--- src/rtl/loader_pkg.sv ---
`default_nettype none
// ============================================================================
// Module      : loader_pkg
// Description : Shared defaults and FSM state encoding for the program
//               loader (byte-stream boot loader feeding the cpuCore debug
//               write port).
// Contents    : c_xlen_default, c_instr_len_default, c_max_instr_default,
//               state_t and the seven loader state constants.
// Revision    : 1.0 - initial release
// ============================================================================
package loader_pkg;

    localparam int c_xlen_default      = 64;
    localparam int c_instr_len_default = c_xlen_default / 2;
    localparam int c_max_instr_default = 1024;

    // Loader state encoding (3 bits, seven states used).
    typedef logic [2:0] state_t;

    localparam state_t c_st_cnt_lo = 3'd0;  // expecting count low byte
    localparam state_t c_st_cnt_hi = 3'd1;  // expecting count high byte
    localparam state_t c_st_data   = 3'd2;  // collecting instruction bytes
    localparam state_t c_st_write  = 3'd3;  // one-cycle debug-port write
    localparam state_t c_st_check  = 3'd4;  // expecting checksum byte
    localparam state_t c_st_run    = 3'd5;  // image accepted, core running
    localparam state_t c_st_error  = 3'd6;  // image rejected, core held

endpackage : loader_pkg
`default_nettype wire

--- src/rtl/instr_assembler.sv ---
`default_nettype none
// ============================================================================
// Module      : instr_assembler
// Description : Packs little-endian instruction bytes into 32-bit words and
//               keeps the running XOR of every instruction byte seen.
// Ports       : clk, rst (sync, active-low)
//               i_clear     - restart: byte index and XOR back to zero
//               i_byte_en   - accept i_byte as the next instruction byte
//               i_byte      - incoming byte
//               o_word      - assembled word, valid while o_word_done is high
//               o_word_done - the byte being accepted completes a word
//               o_xor       - running XOR of accepted instruction bytes
// Revision    : 1.0 - initial release
// ============================================================================
module instr_assembler (
    input  logic        clk,
    input  logic        rst,
    input  logic        i_clear,
    input  logic        i_byte_en,
    input  logic [7:0]  i_byte,
    output logic [31:0] o_word,
    output logic        o_word_done,
    output logic [7:0]  o_xor
);

    logic [23:0] r_low_q, w_low_d;
    logic [1:0]  r_idx_q, w_idx_d;
    logic [7:0]  r_xor_q, w_xor_d;

    always_comb begin
        w_low_d = r_low_q;
        w_idx_d = r_idx_q;
        w_xor_d = r_xor_q;
        if (i_clear) begin
            w_low_d = '0;
            w_idx_d = '0;
            w_xor_d = '0;
        end else if (i_byte_en) begin
            case (r_idx_q)
                2'd0:    w_low_d[7:0]   = i_byte;
                2'd1:    w_low_d[15:8]  = i_byte;
                2'd2:    w_low_d[23:16] = i_byte;
                default: w_low_d        = r_low_q;  // 4th byte goes straight out
            endcase
            w_idx_d = r_idx_q + 2'd1;   // wraps to 0 after the 4th byte
            w_xor_d = r_xor_q ^ i_byte;
        end
    end

    always_ff @(posedge clk) begin
        if (!rst) begin
            r_low_q <= '0;
            r_idx_q <= '0;
            r_xor_q <= '0;
        end else begin
            r_low_q <= w_low_d;
            r_idx_q <= w_idx_d;
            r_xor_q <= w_xor_d;
        end
    end

    // The top byte is taken live so the word can be captured on the same
    // edge that accepts it.
    assign o_word      = {i_byte, r_low_q};
    assign o_word_done = i_byte_en && (r_idx_q == 2'd3);
    assign o_xor       = r_xor_q;

endmodule : instr_assembler
`default_nettype wire

--- src/rtl/program_loader.sv ---
`default_nettype none
// ============================================================================
// Module      : program_loader
// Description : Receives a boot image as a byte stream (16-bit count, N
//               little-endian 32-bit instructions, XOR checksum), writes each
//               instruction through the cpuCore debug port and releases the
//               core from reset once the checksum matches.
// Ports       : clk, rst (sync, active-low)
//               byte_valid/byte_data/byte_ready - upstream byte stream
//               reload     - restart loading from RUN or ERROR
//               cpu_rst    - active-high core reset
//               dbg_wr_en/dbg_addr/dbg_instr - debug-port instruction write
//               load_done/load_error - final load status
// Revision    : 1.0 - initial release
// ============================================================================
module program_loader
    import loader_pkg::*;
#(
    parameter int XLEN               = c_xlen_default,
    parameter int INSTRUCTION_LENGTH = XLEN / 2,   // must be >= 32
    parameter int MAX_INSTR          = c_max_instr_default
) (
    input  logic                          clk,
    input  logic                          rst,
    input  logic                          byte_valid,
    input  logic [7:0]                    byte_data,
    output logic                          byte_ready,
    input  logic                          reload,
    output logic                          cpu_rst,
    output logic                          dbg_wr_en,
    output logic [XLEN-1:0]               dbg_addr,
    output logic [INSTRUCTION_LENGTH-1:0] dbg_instr,
    output logic                          load_done,
    output logic                          load_error
);

    state_t                          r_state_q, w_state_d;
    logic [7:0]                      r_cnt_lo_q, w_cnt_lo_d;
    logic [15:0]                     r_count_q, w_count_d;
    logic [15:0]                     r_instr_idx_q, w_instr_idx_d;
    logic                            r_cpu_rst_q, w_cpu_rst_d;
    logic                            r_wr_en_q, w_wr_en_d;
    logic [XLEN-1:0]                 r_addr_q, w_addr_d;
    logic [INSTRUCTION_LENGTH-1:0]   r_instr_q, w_instr_d;
    logic                            r_done_q, w_done_d;
    logic                            r_error_q, w_error_d;

    logic                            w_xfer;
    logic [15:0]                     w_count_rx;
    logic                            w_reload_go;
    logic                            w_asm_byte_en;
    logic [31:0]                     w_word;
    logic                            w_word_done;
    logic [7:0]                      w_xor;
    logic [INSTRUCTION_LENGTH-1:0]   w_word_ext;
    logic [16:0]                     w_next_idx;

    // Ready is decoded straight from state so it drops the moment reset is
    // asserted, before any edge.
    assign byte_ready = rst && ((r_state_q == c_st_cnt_lo) || (r_state_q == c_st_cnt_hi) ||
                                (r_state_q == c_st_data)   || (r_state_q == c_st_check));

    assign w_xfer        = byte_valid && byte_ready;
    assign w_count_rx    = {byte_data, r_cnt_lo_q};
    assign w_reload_go   = reload && ((r_state_q == c_st_run) || (r_state_q == c_st_error));
    assign w_asm_byte_en = w_xfer && (r_state_q == c_st_data);
    assign w_next_idx    = {1'b0, r_instr_idx_q} + 17'd1;

    instr_assembler u_asm (
        .clk         (clk),
        .rst         (rst),
        .i_clear     (w_reload_go),
        .i_byte_en   (w_asm_byte_en),
        .i_byte      (byte_data),
        .o_word      (w_word),
        .o_word_done (w_word_done),
        .o_xor       (w_xor)
    );

    always_comb begin
        w_word_ext       = '0;
        w_word_ext[31:0] = w_word;
    end

    always_comb begin
        w_state_d     = r_state_q;
        w_cnt_lo_d    = r_cnt_lo_q;
        w_count_d     = r_count_q;
        w_instr_idx_d = r_instr_idx_q;
        w_addr_d      = r_addr_q;
        w_instr_d     = r_instr_q;
        w_wr_en_d     = 1'b0;

        case (r_state_q)
            c_st_cnt_lo: begin
                if (w_xfer) begin
                    w_cnt_lo_d = byte_data;
                    w_state_d  = c_st_cnt_hi;
                end
            end
            c_st_cnt_hi: begin
                if (w_xfer) begin
                    w_count_d = w_count_rx;
                    if (w_count_rx == 16'd0)
                        w_state_d = c_st_check;
                    else if (32'(w_count_rx) > 32'(MAX_INSTR))
                        w_state_d = c_st_error;
                    else
                        w_state_d = c_st_data;
                end
            end
            c_st_data: begin
                // Address and word are captured here and then held until
                // the next write, so the debug port sees stable values.
                if (w_word_done) begin
                    w_state_d = c_st_write;
                    w_wr_en_d = 1'b1;
                    w_addr_d  = XLEN'({r_instr_idx_q, 2'b00});
                    w_instr_d = w_word_ext;
                end
            end
            c_st_write: begin
                w_instr_idx_d = w_next_idx[15:0];
                w_state_d     = (w_next_idx < {1'b0, r_count_q}) ? c_st_data : c_st_check;
            end
            c_st_check: begin
                if (w_xfer)
                    w_state_d = (byte_data == w_xor) ? c_st_run : c_st_error;
            end
            c_st_run, c_st_error: begin
                if (w_reload_go) begin
                    w_state_d     = c_st_cnt_lo;
                    w_cnt_lo_d    = '0;
                    w_count_d     = '0;
                    w_instr_idx_d = '0;
                end
            end
            default: w_state_d = c_st_cnt_lo;
        endcase

        // Status outputs are registered from the next state so they line up
        // with the state register.
        w_cpu_rst_d = (w_state_d != c_st_run);
        w_done_d    = (w_state_d == c_st_run);
        w_error_d   = (w_state_d == c_st_error);
    end

    always_ff @(posedge clk) begin
        if (!rst) begin
            r_state_q     <= c_st_cnt_lo;
            r_cnt_lo_q    <= '0;
            r_count_q     <= '0;
            r_instr_idx_q <= '0;
            r_cpu_rst_q   <= 1'b1;
            r_wr_en_q     <= 1'b0;
            r_addr_q      <= '0;
            r_instr_q     <= '0;
            r_done_q      <= 1'b0;
            r_error_q     <= 1'b0;
        end else begin
            r_state_q     <= w_state_d;
            r_cnt_lo_q    <= w_cnt_lo_d;
            r_count_q     <= w_count_d;
            r_instr_idx_q <= w_instr_idx_d;
            r_cpu_rst_q   <= w_cpu_rst_d;
            r_wr_en_q     <= w_wr_en_d;
            r_addr_q      <= w_addr_d;
            r_instr_q     <= w_instr_d;
            r_done_q      <= w_done_d;
            r_error_q     <= w_error_d;
        end
    end

    assign cpu_rst    = r_cpu_rst_q;
    assign dbg_wr_en  = r_wr_en_q;
    assign dbg_addr   = r_addr_q;
    assign dbg_instr  = r_instr_q;
    assign load_done  = r_done_q;
    assign load_error = r_error_q;

endmodule : program_loader
`default_nettype wire

--- config.mk ---
export PLATFORM = sky130hd
export DESIGN_NAME = program_loader
export DESIGN_NICKNAME = d
export VERILOG_FILES = /design/src/rtl/loader_pkg.sv /design/src/rtl/instr_assembler.sv /design/src/rtl/program_loader.sv
export SDC_FILE = /design/constraint.sdc
export NUM_CORES = 1
export LEC_CHECK = 0
export ABC_AREA = 0
export CAP_MARGIN = 40
export CELL_PAD_IN_SITES_DETAIL_PLACEMENT = 0
export CELL_PAD_IN_SITES_GLOBAL_PLACEMENT = 1
export CORE_MARGIN = 2
export CORE_UTILIZATION = 43
export CTS_CLUSTER_DIAMETER = 80
export DETAILED_ROUTE_END_ITERATION = 7
export GPL_TIMING_DRIVEN = 0
export PLACE_DENSITY_LB_ADDON = 0.1
export SYNTH_ARGS = -nofsm -noshare
export SYNTH_HDL_FRONTEND = slang
export SYNTH_SLANG_ARGS = --single-unit
--- constraint.sdc ---
create_clock -name clk -period 4.1 [get_ports clk]
set_clock_uncertainty 0.15 [all_clocks]
set_input_delay 1.23 -clock clk [delete_from_list [all_inputs] [get_ports clk]]
set_output_delay 1.23 -clock clk [all_outputs]
set_load 0.05 [all_outputs]
==> impl_summary.md <==
Status
The flow ran to the end, and the final reports show no timing, DRC or antenna violations.

Logic synthesis
Of all cell types, the one taking the most synthesized area is dfxtp_1. Counting flops and latches in the post-synthesis netlist gives between 100 and 150. The share of the synthesized area in the top cell type is around 41%. The count of synthesis-stage warnings from yosys is 0. Ranked by instance count, the synthesized netlist is headed by 161 x nand2_1, 129 x dfxtp_1, 64 x a21boi_1. The most instantiated library cell after synthesis is nand2_1.

The share of synthesized area occupied by flip-flops and latches is 40.7%. By area the synthesized netlist is led by dfxtp_1 41%, nand2_1 9.5%, a21boi_1 7.6%. The number of different library cells used by synthesis comes to 66.

The most used flip-flop cell after synthesis is dfxtp_1. The async set-or-reset flop fraction in the synthesized netlist is 0%. The number of instances in the synthesized netlist is around 750.

Dividing the synthesized area by the synthesized cell count gives around 8.5 um^2. Yosys mapped a number of flops with a built-in enable equal to 0. The post-synth design cell area is ~6400 um^2.

Die
The number of placed I/O pins is around 110. The initial utilization of the core area, before any placement, comes to between 40% and 50%. The die boundary height is 126 um. The area enclosed by the die boundary is between 15000 and 20000 um^2. Measured along the x axis, the die boundary spans 126 um. The floorplan row count is 44.

After floorplanning, the core was sized to cover roughly 14000 um^2.

Timing
Setup repair after global routing left no endpoint under its margin. The shortest period the worst path allows is approximately 3.7 ns. The final max-slew violation count is 0.

The number of hold violations in the final report is 0. The normalized max-slew margin is between 40 and 50%. Setup violations remaining at the end of the flow were counted as 0. After layout, the worst path uses around 90% of the clock period. The maximum operating frequency is 270 MHz. The final-layout setup total negative slack is 0 ns. At the pin with the least slew margin, the transition time is just over 0.8 ns.

Final layout
The post-synthesis to final-layout area growth is 24.6%. Once layout is done, the placed cells without fillers occupy about 7900 um^2. The share of final-layout standard cells stronger than drive strength 1 is 15.2%. The number of nets in the layout is 901. The final cell utilization of the core is 54.7%. The number of diodes added for antenna fixing is 0.

Global routing
The number of global-route vias before repair came to roughly 4900. Global routing consumed, on the met3 layer, between 4 and 5% of the routing resources. The global routing usage on met2 is between 30% and 40%. Entering global routing, the biggest net connects 20 pins. The global routing usage summed across all routing layers is between 20% and 30%.

met2 is the most crowded layer. The global-route wire length before repair is roughly 25000 um. Global routing finished with a remaining overflow of 0. The number of antenna violations at the first check in global routing is 0. Global routing used between 20% and 30% of the available met1 tracks.

Worst setup path
The number of buffers and inverters on the critical path is 3. For the worst setup path, the data required time is around 2.7 ns. The worst setup path is launched from an input pin. The startpoint of the worst-slack reg-to-reg timing path is r_instr_idx_q[0]$_SDFFE_PN0P_. The class of the most critical setup path is in2out. The kind of cell with the highest combined delay on the critical path is buffers and inverters.

For this run, the slowest stage of the critical path takes between 0.3 and 0.4 ns. Traced cell by cell, the critical path runs through clkbuf_2, clkbuf_8, nor2b_1, clkdlybuf4s15_2. The maximum net fanout on the critical path is 19. The slowest stage of the critical path is the clkdlybuf4s15_2 cell. STA classifies the critical path endpoint as an output port. The critical path launch point is rst. The arrival time of the worst setup path is approximately 2.3 ns.

Worst hold path
The start point of the worst hold path is dbg_addr[10]$_SDFFE_PN0P_. The path class of the tightest hold or removal check is reg2reg.

Route
Dividing the detail-routed wire length by the instance count gives about 14 um. The final route contains approximately 5200 vias. The number of design rule violations left after detail routing is 0. The first-pass iteration count of the detailed router is 4. The via density per instance is between 4 and 5. After the first detailed-routing iteration, the DRC count stood at approximately 250. The detail route stage leaves a number of antenna-violating nets equal to 0. Summed over all layers, the routed wires come to ~15000 um.

Clock tree
Counting the buffers created by CTS gives 17. The CTS tree is yes. The clock transition at the registers of the reported paths is around 0.06 ns. The maximum buffer depth of the clock tree is 2. The H-tree was split into 4 levels.

The clock reaches the later pin of the worst-skew pair after around 0.42 ns. In this run the post-CTS setup repair buffer count came out at 0. CTS placed an instance of clkbuf_16 at the clock tree root. Clock tree synthesis found a total of between 100 and 150 sinks. In this run, post-CTS hold repair placed 0 buffers. After clock tree synthesis, the repair step resized 4 gates.

Power and ir drop
In this run the power density over the cells is roughly 400 nW/um^2. The analysis attributes to cell leakage a power of approximately 3.0 nW. The maximum vdd drop is approximately 0.24 mV. The post-route total power is approximately 3.1 mW.

Placed design
Input and output buffers added on the ports amount to 55. The area of placed instances is 7310 um^2. The final HPWL from detailed placement is approximately 11000 um. The weighted congestion reported at the end of routability-driven placement is approximately 0.8.

Run
The max capacitance violation total is 0.
==> layer usage <==
metal | up-vias | part of all wire [%]
li1 | 2643 | -
met1 | 2404 | 48
met2 | 167 | 43
met3 | 21 | 6.6
met4 | 0 | 1.8
met5 | - | 0
==> sequential cells by signal, indices dropped and copies added, names as in the netlist <==
name	cells
u_asm.r_low_q	24
dbg_wr_en	1
r_cnt_lo_q	8
dbg_addr	16
u_asm.r_idx_q	2
load_done	1
r_instr_idx_q	16
r_state_q	3
r_count_q	16
dbg_instr	32
u_asm.o_xor	8
load_error	1
cpu_rst	1
==> layout make-up <==
cell class | count | area, um^2
buffer | 98 | 636
fill | 1362 | 6560
sequential | 129 | 2580
clock inverter | 14 | 180
tap | 184 | 230
multi-input combinational | 546 | 3230
timing repair buffer | 55 | 552
clock buffer | 18 | 429
inverter | 22 | 82.6
==> cells by family after synthesis <==
logic type | count (synthesis) | share of synthesized area [%]
flops | 129 | 40.7
simple gates | 296 | 22.9
buf+inv | 121 | 11.3
mux | 1 | 0.158
compound gates | 148 | 16.1
xor+xnor | 32 | 4.65
other cells | 1 | 0.0590
fa+ha+maj | 21 | 4.12
==> metrics by stage <==
step / setup WS [ns] / std cells / hold slack [ns]
floorplan: 0.0899 / 796 / 0.277
global placement: -0.714 / 1035 / 0.288
detailed placement: -0.717 / 1035 / 0.296
CTS: 0.366 / 1066 / 0.303
global route: 0.318 / 1066 / 0.314
finish: 0.403 / 1066 / 0.298
==> placed cells by master (no fill, tap or decap), types with 17 or more instances in the layout <==
cell type / count
a21boi_1: 64
a21oi_1: 32
buf_4: 54
clkbuf_1: 27
clkbuf_16: 17
clkdlybuf4s50_1: 54
conb_1: 48
dfxtp_1: 129
ha_1: 20
inv_1: 21
nand2_1: 161
nand3_1: 50
nor2_1: 24
nor2b_1: 18
==> power breakdown <==
part           internal, mW  switching (mW)  leakage, nW  total, mW
registers              1.27         0.00783         1.04       1.27
logic                0.0894           0.207         1.70      0.297
clock network         0.963           0.585        0.291       1.55
total                  2.32           0.800         3.03       3.12
==> path summary, 6_finish.rpt <==
kind,end,slack [ns],depth (start not counted)
max,byte_ready,0.40,4
min reg2reg,dbg_addr[10]$_SDFFE_PN0P_,0.30,2
min,dbg_addr[10]$_SDFFE_PN0P_,0.30,2
max reg2reg,r_state_q[2]$_SDFF_PN0_,0.98,10
==> worst register-to-register path: cells and delay by family (launching register included) <==
family	cells	cell delay [ns]
XOR/XNOR	1	0.17
flip-flops	1	0.47
AND/OR/NAND/NOR	3	0.72
AO/OA/AOI/OAI	4	0.84
adder cells (fa/ha/maj)	2	0.67
(Power assumes the default switching activity.)
